## config.mk

```make
export PLATFORM = sky130hd
export DESIGN_NAME = seven_seg_scan_ctrl
export DESIGN_NICKNAME = d
export VERILOG_FILES = /design/src/rtl/seven_seg_scan_ctrl.sv
export SDC_FILE = /design/constraint.sdc
export NUM_CORES = 1
export LEC_CHECK = 0
export ABC_AREA = 1
export ABC_CLOCK_PERIOD_IN_PS = 7000
export CAP_MARGIN = 30
export CORE_AREA = 2 2 85 87
export DETAILED_ROUTE_END_ITERATION = 16
export DIE_AREA = 0 0 87 89
export GPL_TIMING_DRIVEN = 1
export PLACE_DENSITY = 0.88
export SLEW_MARGIN = 20
export SYNTH_ARGS = -nofsm -noshare
export SYNTH_HDL_FRONTEND = slang
export SYNTH_SLANG_ARGS = --single-unit
```

## constraint.sdc

```tcl
create_clock -name clk -period 7 [get_ports clk]
set_input_delay 0.7 -clock clk [delete_from_list [all_inputs] [get_ports clk]]
set_output_delay 0.7 -clock clk [all_outputs]
set_load 0.05 [all_outputs]
```

## src/rtl/seven_seg_scan_ctrl.sv

```systemverilog
// Time-multiplexed scan controller for an N-digit common-anode 7-segment display.
// Updates are buffered through a one-deep pending slot and committed only at frame wrap.
module seven_seg_scan_ctrl #(
    parameter int N_DIGITS     = 4,
    parameter int TICK_DIV     = 100000,
    parameter int BLANK_CYCLES = 1000
) (
    input  logic                    clk,
    input  logic                    rst,
    input  logic [4*N_DIGITS-1:0]   value_in,
    input  logic [N_DIGITS-1:0]     dp_in,
    input  logic [N_DIGITS-1:0]     digit_en_in,
    input  logic                    update_valid,
    output logic                    update_ready,
    output logic [N_DIGITS-1:0]     an_n,
    output logic [6:0]              seg_n,
    output logic                    dp_n,
    output logic                    frame_done
);

    localparam int CW = (TICK_DIV > 1) ? $clog2(TICK_DIV) : 1;
    localparam int IW = (N_DIGITS > 1) ? $clog2(N_DIGITS) : 1;
    localparam logic [CW-1:0] SLOT_LAST = CW'(TICK_DIV - 1);
    localparam logic [CW-1:0] BLANK_END = CW'(BLANK_CYCLES);
    localparam logic [IW-1:0] IDX_LAST  = IW'(N_DIGITS - 1);

    typedef enum logic [0:0] {
        ST_BLANK = 1'b0,
        ST_ON    = 1'b1
    } state_t;

    // Active-low {g,f,e,d,c,b,a} pattern for one hex nibble.
    function automatic logic [6:0] hex_to_seg_n(input logic [3:0] nib);
        logic [6:0] seg;
        case (nib)
            4'h0:    seg = 7'b1000000;
            4'h1:    seg = 7'b1111001;
            4'h2:    seg = 7'b0100100;
            4'h3:    seg = 7'b0110000;
            4'h4:    seg = 7'b0011001;
            4'h5:    seg = 7'b0010010;
            4'h6:    seg = 7'b0000010;
            4'h7:    seg = 7'b1111000;
            4'h8:    seg = 7'b0000000;
            4'h9:    seg = 7'b0010000;
            4'hA:    seg = 7'b0001000;
            4'hB:    seg = 7'b0000011;
            4'hC:    seg = 7'b1000110;
            4'hD:    seg = 7'b0100001;
            4'hE:    seg = 7'b0000110;
            4'hF:    seg = 7'b0001110;
            default: seg = 7'b1111111;
        endcase
        return seg;
    endfunction

    state_t                  state_r;
    logic [CW-1:0]           slot_cnt_r;
    logic [IW-1:0]           idx_r;
    logic [4*N_DIGITS-1:0]   disp_value_r;
    logic [N_DIGITS-1:0]     disp_dp_r;
    logic [N_DIGITS-1:0]     disp_en_r;
    logic [4*N_DIGITS-1:0]   pend_value_r;
    logic [N_DIGITS-1:0]     pend_dp_r;
    logic [N_DIGITS-1:0]     pend_en_r;
    logic                    pend_full_r;
    logic                    update_ready_r;
    logic [N_DIGITS-1:0]     an_n_r;
    logic [6:0]              seg_n_r;
    logic                    dp_n_r;
    logic                    frame_done_r;

    logic                    slot_end_s;
    logic                    wrap_s;
    logic                    accept_s;
    logic                    load_s;
    logic [CW-1:0]           slot_nx_s;
    logic [IW-1:0]           idx_nx_s;
    logic [4*N_DIGITS-1:0]   disp_value_nx_s;
    logic [N_DIGITS-1:0]     disp_dp_nx_s;
    logic [N_DIGITS-1:0]     disp_en_nx_s;
    logic                    pend_full_nx_s;
    logic [3:0]              nib_sel_s;
    logic                    dp_sel_s;
    logic                    en_sel_s;
    logic [N_DIGITS-1:0]     an_on_s;
    state_t                  state_nx_s;

    // Counter advance, handshake and frame-boundary commit decisions.
    always_comb begin
        slot_end_s = (slot_cnt_r == SLOT_LAST);
        wrap_s     = slot_end_s && (idx_r == IDX_LAST);
        accept_s   = update_valid && update_ready_r;
        load_s     = wrap_s && pend_full_r;

        if (slot_end_s) begin
            slot_nx_s = {CW{1'b0}};
            if (idx_r == IDX_LAST) begin
                idx_nx_s = {IW{1'b0}};
            end else begin
                idx_nx_s = idx_r + IW'(1);
            end
        end else begin
            slot_nx_s = slot_cnt_r + CW'(1);
            idx_nx_s  = idx_r;
        end

        if (load_s) begin
            disp_value_nx_s = pend_value_r;
            disp_dp_nx_s    = pend_dp_r;
            disp_en_nx_s    = pend_en_r;
        end else begin
            disp_value_nx_s = disp_value_r;
            disp_dp_nx_s    = disp_dp_r;
            disp_en_nx_s    = disp_en_r;
        end

        // Accept only happens while empty and load only while full, so they never collide.
        if (accept_s) begin
            pend_full_nx_s = 1'b1;
        end else if (load_s) begin
            pend_full_nx_s = 1'b0;
        end else begin
            pend_full_nx_s = pend_full_r;
        end
    end

    // Select the digit that the next cycle will present, from the post-commit display regs.
    always_comb begin
        nib_sel_s = 4'h0;
        dp_sel_s  = 1'b0;
        en_sel_s  = 1'b0;
        an_on_s   = {N_DIGITS{1'b1}};
        for (int i = 0; i < N_DIGITS; i++) begin
            if (IW'(i) == idx_nx_s) begin
                nib_sel_s  = disp_value_nx_s[4*i +: 4];
                dp_sel_s   = disp_dp_nx_s[i];
                en_sel_s   = disp_en_nx_s[i];
                an_on_s[i] = 1'b0;
            end else begin
                an_on_s[i] = 1'b1;
            end
        end

        if ((slot_nx_s >= BLANK_END) && en_sel_s) begin
            state_nx_s = ST_ON;
        end else begin
            state_nx_s = ST_BLANK;
        end
    end

    // Scan FSM, counters, buffers and registered pin drivers.
    always_ff @(posedge clk) begin
        if (rst) begin
            state_r        <= ST_BLANK;
            slot_cnt_r     <= {CW{1'b0}};
            idx_r          <= {IW{1'b0}};
            disp_value_r   <= {(4*N_DIGITS){1'b0}};
            disp_dp_r      <= {N_DIGITS{1'b0}};
            disp_en_r      <= {N_DIGITS{1'b0}};
            pend_value_r   <= {(4*N_DIGITS){1'b0}};
            pend_dp_r      <= {N_DIGITS{1'b0}};
            pend_en_r      <= {N_DIGITS{1'b0}};
            pend_full_r    <= 1'b0;
            update_ready_r <= 1'b1;
            an_n_r         <= {N_DIGITS{1'b1}};
            seg_n_r        <= 7'h7F;
            dp_n_r         <= 1'b1;
            frame_done_r   <= 1'b0;
        end else begin
            state_r        <= state_nx_s;
            slot_cnt_r     <= slot_nx_s;
            idx_r          <= idx_nx_s;
            disp_value_r   <= disp_value_nx_s;
            disp_dp_r      <= disp_dp_nx_s;
            disp_en_r      <= disp_en_nx_s;
            pend_full_r    <= pend_full_nx_s;
            update_ready_r <= !pend_full_nx_s;
            frame_done_r   <= wrap_s;
            if (accept_s) begin
                pend_value_r <= value_in;
                pend_dp_r    <= dp_in;
                pend_en_r    <= digit_en_in;
            end else begin
                pend_value_r <= pend_value_r;
                pend_dp_r    <= pend_dp_r;
                pend_en_r    <= pend_en_r;
            end
            case (state_nx_s)
                ST_ON: begin
                    an_n_r  <= an_on_s;
                    seg_n_r <= hex_to_seg_n(nib_sel_s);
                    dp_n_r  <= !dp_sel_s;
                end
                ST_BLANK: begin
                    an_n_r  <= {N_DIGITS{1'b1}};
                    seg_n_r <= 7'h7F;
                    dp_n_r  <= 1'b1;
                end
                default: begin
                    an_n_r  <= {N_DIGITS{1'b1}};
                    seg_n_r <= 7'h7F;
                    dp_n_r  <= 1'b1;
                end
            endcase
        end
    end

    assign update_ready = update_ready_r;
    assign an_n         = an_n_r;
    assign seg_n        = seg_n_r;
    assign dp_n         = dp_n_r;
    assign frame_done   = frame_done_r;

endmodule

```

Word-level counts from Yosys, hierarchy flattened
Memories as Yosys holds them, arrays and structs flattened.
Cells that the tools add are included.
{"block": "word_totals", "output_inout_bits": 14, "n_memories": 1, "romBits": 112, "ff_bits": 82, "in_bits": 27, "wordCells": 59}
{"block": "op_classes", "reduce_logical": 7, "bitwise": 1, "add_sub_neg": 2, "order_cmp": 1, "n_eq_ne": 5, "muxes": 28}
{"memory": "(name not given)", "depth": 16, "word_bits": 7, "read_ports": 1, "rd_ports_with_merged_regs": 0, "wr": 0, "line_no": "35", "rtl": "case (nib)"}
{"operator": "$mux 4", "n": 6}
{"operator": "$add 17x1->17 const B", "n": 1}
{"operator": "$eq 17x17->1 const B", "n": 1}
{"operator": "$ge 17x10->1 const B", "n": 1}
{"operator": "$mux 17", "n": 1}
{"operator": "$mux 16", "n": 1}
{"operator": "$mux 1", "n": 15}
{"operator": "$pmux 7 s2", "n": 1}
{"operator": "$pmux 4 s2", "n": 1}
{"operator": "$eq 2x2->1 const A", "n": 2}
{"operator": "$logic_and 1x1->1", "n": 4}
{"operator": "$mux 2", "n": 2}
{"operator": "$add 2x1->2 const B", "n": 1}
{"operator": "$eq 1x2->1 const A", "n": 1}
{"operator": "$eq 2x2->1 const B", "n": 1}
{"operator": "$logic_not 1->1", "n": 2}
{"operator": "$logic_not 2->1", "n": 1}
{"operator": "$pmux 1 s2", "n": 1}
{"operator": "$not 1->1", "n": 1}

Longest topological paths before layout
{"block": "logic_depth", "word_depth": 12, "mapped_depth": 19, "ltp_nobuf": 19}

Least setup slack after synthesis
No wires, ideal clock.
{"block": "synth_path", "path_kind": "register to register", "from": "reg slot_cnt_r[0]", "to": "reg seg_n_r[0] (netlist: seg_n[0])", "t_required_ns": 6.879, "path_buffers": 1, "stages_incl_launch_ff": 19, "setup_time_ns": 0.121, "synth_period_minus_slack_ns": 2.314, "slack_ns": 4.686, "t_arrival_ns": 2.194, "path_cell_list": "dfxtp_1 > ha_1 > nand2_1 > inv_1 > nand2_1 > nor2_4 > nand4_4 > buf_6 > nand2_1 > nand2_1 > nand2_1 > nand3_1 > nor2_2 > inv_1 > ha_1 > inv_1 > nand3_1 > nand3_1 > nand3_1"}
{"block": "synth_via", "elab_chain_len": 12, "elab_cells_between_ends": 26, "cone_classes": "add/sub: 1; order compare: 1; eq/ne: 4; mux: 14; bitwise: 1; reduce/logical: 4; memory: 1"}
{"element": "start, declared", "line_no": "58", "rtl": "logic [CW-1:0] slot_cnt_r;"}
{"element": "start signal, assigned", "line_no": "156", "rtl": "slot_cnt_r <= {CW{1'b0}};"}
{"element": "start signal, assigned", "line_no": "172", "rtl": "slot_cnt_r <= slot_nx_s;"}
{"element": "parallel branches: the longest is 11 deep, another holds $add 17x1->17"}
{"element": "$pmux 7 s2 (*)", "line_no": "189", "rtl": "case (state_nx_s)"}
{"element": "end signal, assigned", "line_no": "192", "rtl": "seg_n_r <= hex_to_seg_n(nib_sel_s);"}
{"element": "end, declared", "line_no": "69", "rtl": "logic [6:0] seg_n_r;"}
Every way passes the cells marked *.
A chain may end at the register's enable or synchronous reset.

Final worst setup path
Ends and elaborated chain as after synthesis.

==> impl_results.html <==
<table>
<tr><th>Metric</th><th>Value</th></tr>
<tr><th colspan="2">Status</th></tr>
<tr><td>Run status</td><td>complete, no violations</td></tr>
<tr><th colspan="2">Global routing</th></tr>
<tr><td>Antenna violations before repair</td><td>0</td></tr>
<tr><td>First-pass GRT wire length</td><td>16.06 mm</td></tr>
<tr><td>Global router's overall resource usage</td><td>26.31%</td></tr>
<tr><td>Largest net degree at the start of global routing</td><td>39</td></tr>
<tr><td>Number of global-route vias before repair</td><td>3567</td></tr>
<tr><td>Overflow after GRT</td><td>0</td></tr>
<tr><th colspan="2">Synth</th></tr>
<tr><td>Simple-gate share of the synthesized area</td><td>40.76%</td></tr>
<tr><td>Yosys top cell by area</td><td>sky130_fd_sc_hd__dfxtp_1</td></tr>
<tr><td>Yosys top cell area share</td><td>40.67%</td></tr>
<tr><td>Yosys warning count</td><td>0</td></tr>
<tr><td>Seq cells post-synth</td><td>82</td></tr>
<tr><td>Proportion of synthesized area in mux cells</td><td>0.4960%</td></tr>
<tr><td>Dominant register cell in the synthesized netlist</td><td>sky130_fd_sc_hd__dfxtp_1</td></tr>
<tr><td>Cell count after synthesis</td><td>571</td></tr>
<tr><td>Most common library cells after synthesis</td><td>sky130_fd_sc_hd__nand2_1, sky130_fd_sc_hd__nor2_1, sky130_fd_sc_hd__dfxtp_1, sky130_fd_sc_hd__nand3_1, sky130_fd_sc_hd__inv_1</td></tr>
<tr><td>Net Count, Synth</td><td>606</td></tr>
<tr><td>Combinational family with the most area after synthesis</td><td>simple AND/OR/NAND/NOR gates</td></tr>
<tr><td>Mapped Area</td><td>4036 sq um</td></tr>
<tr><td>Mean instance size in the synthesized netlist</td><td>7.069 sq um</td></tr>
<tr><td>Synthesized-area fraction occupied by ao, oa, aoi and oai cells</td><td>6.603%</td></tr>
<tr><td>Fraction of the mapped netlist area in adder cells</td><td>2.480%</td></tr>
<tr><td>EDFF count, synth</td><td>0</td></tr>
<tr><td>Part of the Yosys area used for sequential elements</td><td>40.67%</td></tr>
<tr><td>Xor and xnor area share after synthesis</td><td>1.705%</td></tr>
<tr><td>Most frequent cell after synthesis</td><td>sky130_fd_sc_hd__nand2_1</td></tr>
<tr><td>Synth async-reset ratio</td><td>0%</td></tr>
<tr><td>Top cells by area in the synthesized netlist</td><td>sky130_fd_sc_hd__dfxtp_1, sky130_fd_sc_hd__nand2_1, sky130_fd_sc_hd__nor2_1</td></tr>
<tr><td>Post-synth cell types</td><td>30</td></tr>
<tr><th colspan="2">Drt</th></tr>
<tr><td>Count of vias placed by the detailed router</td><td>3751</td></tr>
<tr><td>Mean number of vias per cell</td><td>5.428</td></tr>
<tr><td>First-pass iteration count of the detailed router</td><td>5</td></tr>
<tr><td>Wire length per cell</td><td>13.32 um</td></tr>
<tr><td>Number of remaining DRC errors</td><td>0</td></tr>
<tr><td>Detailed router's first-iteration violation count</td><td>270</td></tr>
<tr><td>Remaining antenna violation count</td><td>0</td></tr>
<tr><td>Final WL</td><td>9.203 mm</td></tr>
<tr><th colspan="2">Die</th></tr>
<tr><td>Area of the die</td><td>7743 sq um</td></tr>
<tr><td>Width of the chip</td><td>87 um</td></tr>
<tr><td>Number of placed I/O pins</td><td>41</td></tr>
<tr><td>Die Height</td><td>89 um</td></tr>
<tr><td>Floorplan row count</td><td>30</td></tr>
<tr><td>Core Box Area</td><td>6719 sq um</td></tr>
<tr><td>Initial standard-cell utilization of the core</td><td>60.07%</td></tr>
<tr><th colspan="2">Placement</th></tr>
<tr><td>Gpl congestion</td><td>0.9415</td></tr>
<tr><td>Placement Cell Area</td><td>4453 sq um</td></tr>
<tr><td>Total half-perimeter wirelength after legalization and detailed placement</td><td>6.766 mm</td></tr>
<tr><td># port buffers</td><td>40</td></tr>
<tr><th colspan="2">Worst setup path</th></tr>
<tr><td>Setup CP Type</td><td>reg2reg</td></tr>
<tr><td>Nature of the critical path endpoint</td><td>register</td></tr>
<tr><td>Count of cells along the worst register-to-register path</td><td>15</td></tr>
<tr><td>Startpoint Class</td><td>register</td></tr>
<tr><td>Reg-to-reg slack, setup</td><td>4.12 ns</td></tr>
<tr><td>Data required, critical path</td><td>7.25 ns</td></tr>
<tr><td>Arrival time of data at the critical path endpoint</td><td>3.13 ns</td></tr>
<tr><td>Reg2reg end</td><td>seg_n[0]</td></tr>
<tr><td>Crit Reg-Reg Startpoint</td><td>slot_cnt_r[0]</td></tr>
<tr><td>Largest fanout on the critical path</td><td>26</td></tr>
<tr><th colspan="2">STA</th></tr>
<tr><td>Final hold violation count</td><td>0</td></tr>
<tr><td>Skew final</td><td>0.01228 ns</td></tr>
<tr><td>Total Negative Setup Slacks</td><td>0 ns</td></tr>
<tr><td>Slew Limit Headroom</td><td>53.44%</td></tr>
<tr><td>Time the final worst path needs with I/O delays and setup</td><td>2.883 ns</td></tr>
<tr><td>Upper clock frequency limit</td><td>346.9 MHz</td></tr>
<tr><td>Post-route clock period utilization</td><td>41.18%</td></tr>
<tr><td>Total count of max-transition violations in the final report</td><td>0</td></tr>
<tr><td>Count of final setup violators</td><td>0</td></tr>
<tr><td>Setup repair after global routing missed its margin</td><td>no</td></tr>
<tr><td>Worst Tran Pin Value</td><td>0.6975 ns</td></tr>
<tr><th colspan="2">Clocking</th></tr>
<tr><td>Insertion delay to the later sink of the worst-skew pair</td><td>0.37 ns</td></tr>
<tr><td># H-tree levels</td><td>3</td></tr>
<tr><td>TritonCTS Buffers</td><td>9</td></tr>
<tr><td>Post-CTS setup buffer count</td><td>0</td></tr>
<tr><td>Clock edge transition at the registers on the reported setup and hold paths</td><td>0.08 ns</td></tr>
<tr><td>Sinks on the clock net</td><td>82</td></tr>
<tr><td>Post-CTS resize count</td><td>0</td></tr>
<tr><td>Cell at the root of the clock tree</td><td>sky130_fd_sc_hd__clkbuf_8</td></tr>
<tr><td>Hold-fix buffers at CTS</td><td>0</td></tr>
<tr><td>TritonCTS clock tree</td><td>built</td></tr>
<tr><td>Maximum count of clock buffers along a single path</td><td>2</td></tr>
<tr><th colspan="2">Finish</th></tr>
<tr><td>Fraction of layout cells with a size suffix above 1</td><td>10.80%</td></tr>
<tr><td>Final Net Count</td><td>641</td></tr>
<tr><td>Fill cell total of the finished layout</td><td>526</td></tr>
<tr><td>Storage cell area</td><td>1642 sq um</td></tr>
<tr><td>Synthesis-to-finish area growth</td><td>16.49%</td></tr>
<tr><td>Multi-input logic area</td><td>2101 sq um</td></tr>
<tr><td>Number of inserted diodes</td><td>0</td></tr>
<tr><td>Non-Filler Cell Area, Final</td><td>4702 sq um</td></tr>
<tr><th colspan="2">Min path</th></tr>
<tr><td>Startpoint of the most critical hold path</td><td>disp_value_r[11]</td></tr>
<tr><td>Hold path depth</td><td>2</td></tr>
<tr><td>Type of the most critical hold path</td><td>reg2reg</td></tr>
<tr><td>End point of the worst hold path</td><td>disp_value_r[11]</td></tr>
<tr><th colspan="2">Power and ir drop</th></tr>
<tr><td>Leakage power of the design</td><td>2.086 nW</td></tr>
<tr><td>Total power density per cell area</td><td>204.8 nW/um^2</td></tr>
<tr><td>VDD IR max</td><td>0.1710 mV</td></tr>
<tr><th colspan="2">Run</th></tr>
<tr><td>Max-cap viol count</td><td>0</td></tr>
</table>
cell type report:
class | count | area share (%)
Clock buffer | 9 | 2.634
Clock inverter | 7 | 2.661
Inverter | 54 | 4.311
Multi-Input combinational cell | 418 | 44.68
Sequential cell | 82 | 34.91
Tap cell | 80 | 2.129
Timing Repair Buffer | 41 | 8.675
power breakdown:
part | total (mW) | switching (mW) | internal [mW]
Sequential | 0.491 | 0.0114 | 0.480
Clock | 0.422 | 0.182 | 0.240
Combinational | 0.0498 | 0.0265 | 0.0233
Total | 0.963 | 0.220 | 0.743
critical path, cell delays in order (launching register included):
cell	delay, ns
sky130_fd_sc_hd__dfxtp_1	0.38
sky130_fd_sc_hd__ha_1	0.20
sky130_fd_sc_hd__nand2_1	0.11
sky130_fd_sc_hd__inv_1	0.10
sky130_fd_sc_hd__nand2_1	0.12
sky130_fd_sc_hd__nor2_4	0.16
sky130_fd_sc_hd__nand4_4	0.36
sky130_fd_sc_hd__a21oi_2	0.33
sky130_fd_sc_hd__nor2_1	0.09
sky130_fd_sc_hd__nor2_2	0.24
sky130_fd_sc_hd__inv_1	0.13
sky130_fd_sc_hd__ha_1	0.24
sky130_fd_sc_hd__inv_1	0.06
sky130_fd_sc_hd__nand3_1	0.07
sky130_fd_sc_hd__nand3_1	0.09
sky130_fd_sc_hd__nand3_1	0.08
how the worst max path moves through the flow:
stage,endpoint,startpoint,cells past startpoint
4_1_cts,seg_n[0],slot_cnt_r[0],15
6_report,seg_n[0],slot_cnt_r[0],15
3_3_place_gp,seg_n[6],rst,12
3_5_place_dp,seg_n[6],rst,12
2_1_floorplan,seg_n[0],slot_cnt_r[0],18
5_1_grt,seg_n[0],slot_cnt_r[0],17
per-layer routing:
metal	GRT usage, %	wire length [um]
met1	33.91	3977
met2	43.86	4338
met3	5.078	741
met4	10.09	144
met5	0	0
through the flow:
| stage | instances | total power [mW] | utilization, % | setup slack (ns) | hold WS, ns |
|---|---|---|---|---|---|
| global route | 691 | 0.9992 | 69.98 | 3.732 | 0.4970 |
| detailed placement | 675 | 0.5507 | 66.28 | 4.144 | 0.4457 |
| CTS | 691 | 0.9683 | 69.98 | 4.107 | 0.4733 |
| floorplan | 571 | 0.5270 | - | 4.686 | 0.4175 |
| global placement | 675 | 0.5483 | 66.28 | 4.217 | 0.4307 |
| finish | 691 | 0.9629 | 69.98 | 4.117 | 0.4704 |
state kept, by name, indices dropped and copies added, names as in the netlist:
name / count
disp_en_r: 4
pend_en_r: 4
dp_n: 1
an_n: 4
seg_n: 7
disp_value_r: 16
frame_done: 1
idx_r: 2
pend_full_r: 1
disp_dp_r: 4
slot_cnt_r: 17
pend_dp_r: 4
update_ready: 1
pend_value_r: 16
cell usage in the layout, fill, tap and decap left out, types with 4 or more instances in the layout:
cell	count
sky130_fd_sc_hd__a21oi_1	22
sky130_fd_sc_hd__clkbuf_8	9
sky130_fd_sc_hd__clkdlybuf4s50_1	40
sky130_fd_sc_hd__dfxtp_1	82
sky130_fd_sc_hd__ha_1	8
sky130_fd_sc_hd__inv_1	48
sky130_fd_sc_hd__inv_2	6
sky130_fd_sc_hd__nand2_1	133
sky130_fd_sc_hd__nand2_2	16
sky130_fd_sc_hd__nand3_1	55
sky130_fd_sc_hd__nand4_1	15
sky130_fd_sc_hd__nor2_1	100
sky130_fd_sc_hd__nor2_2	4
sky130_fd_sc_hd__nor2_4	11
sky130_fd_sc_hd__nor3_1	4
sky130_fd_sc_hd__o21ai_0	27
sky130_fd_sc_hd__xor2_1	6
cells by family (layout without fill, tap and decap cells):
family | count (synthesis) | after routing
buffers and inverters | 71 | 111
XOR/XNOR | 7 | 7
AO/OA/AOI/OAI | 52 | 52
adder cells (fa/ha/maj) | 8 | 8
multiplexers | 2 | 2
AND/OR/NAND/NOR | 349 | 349
flip-flops | 82 | 82
Power figures use the tool's default switching activity.
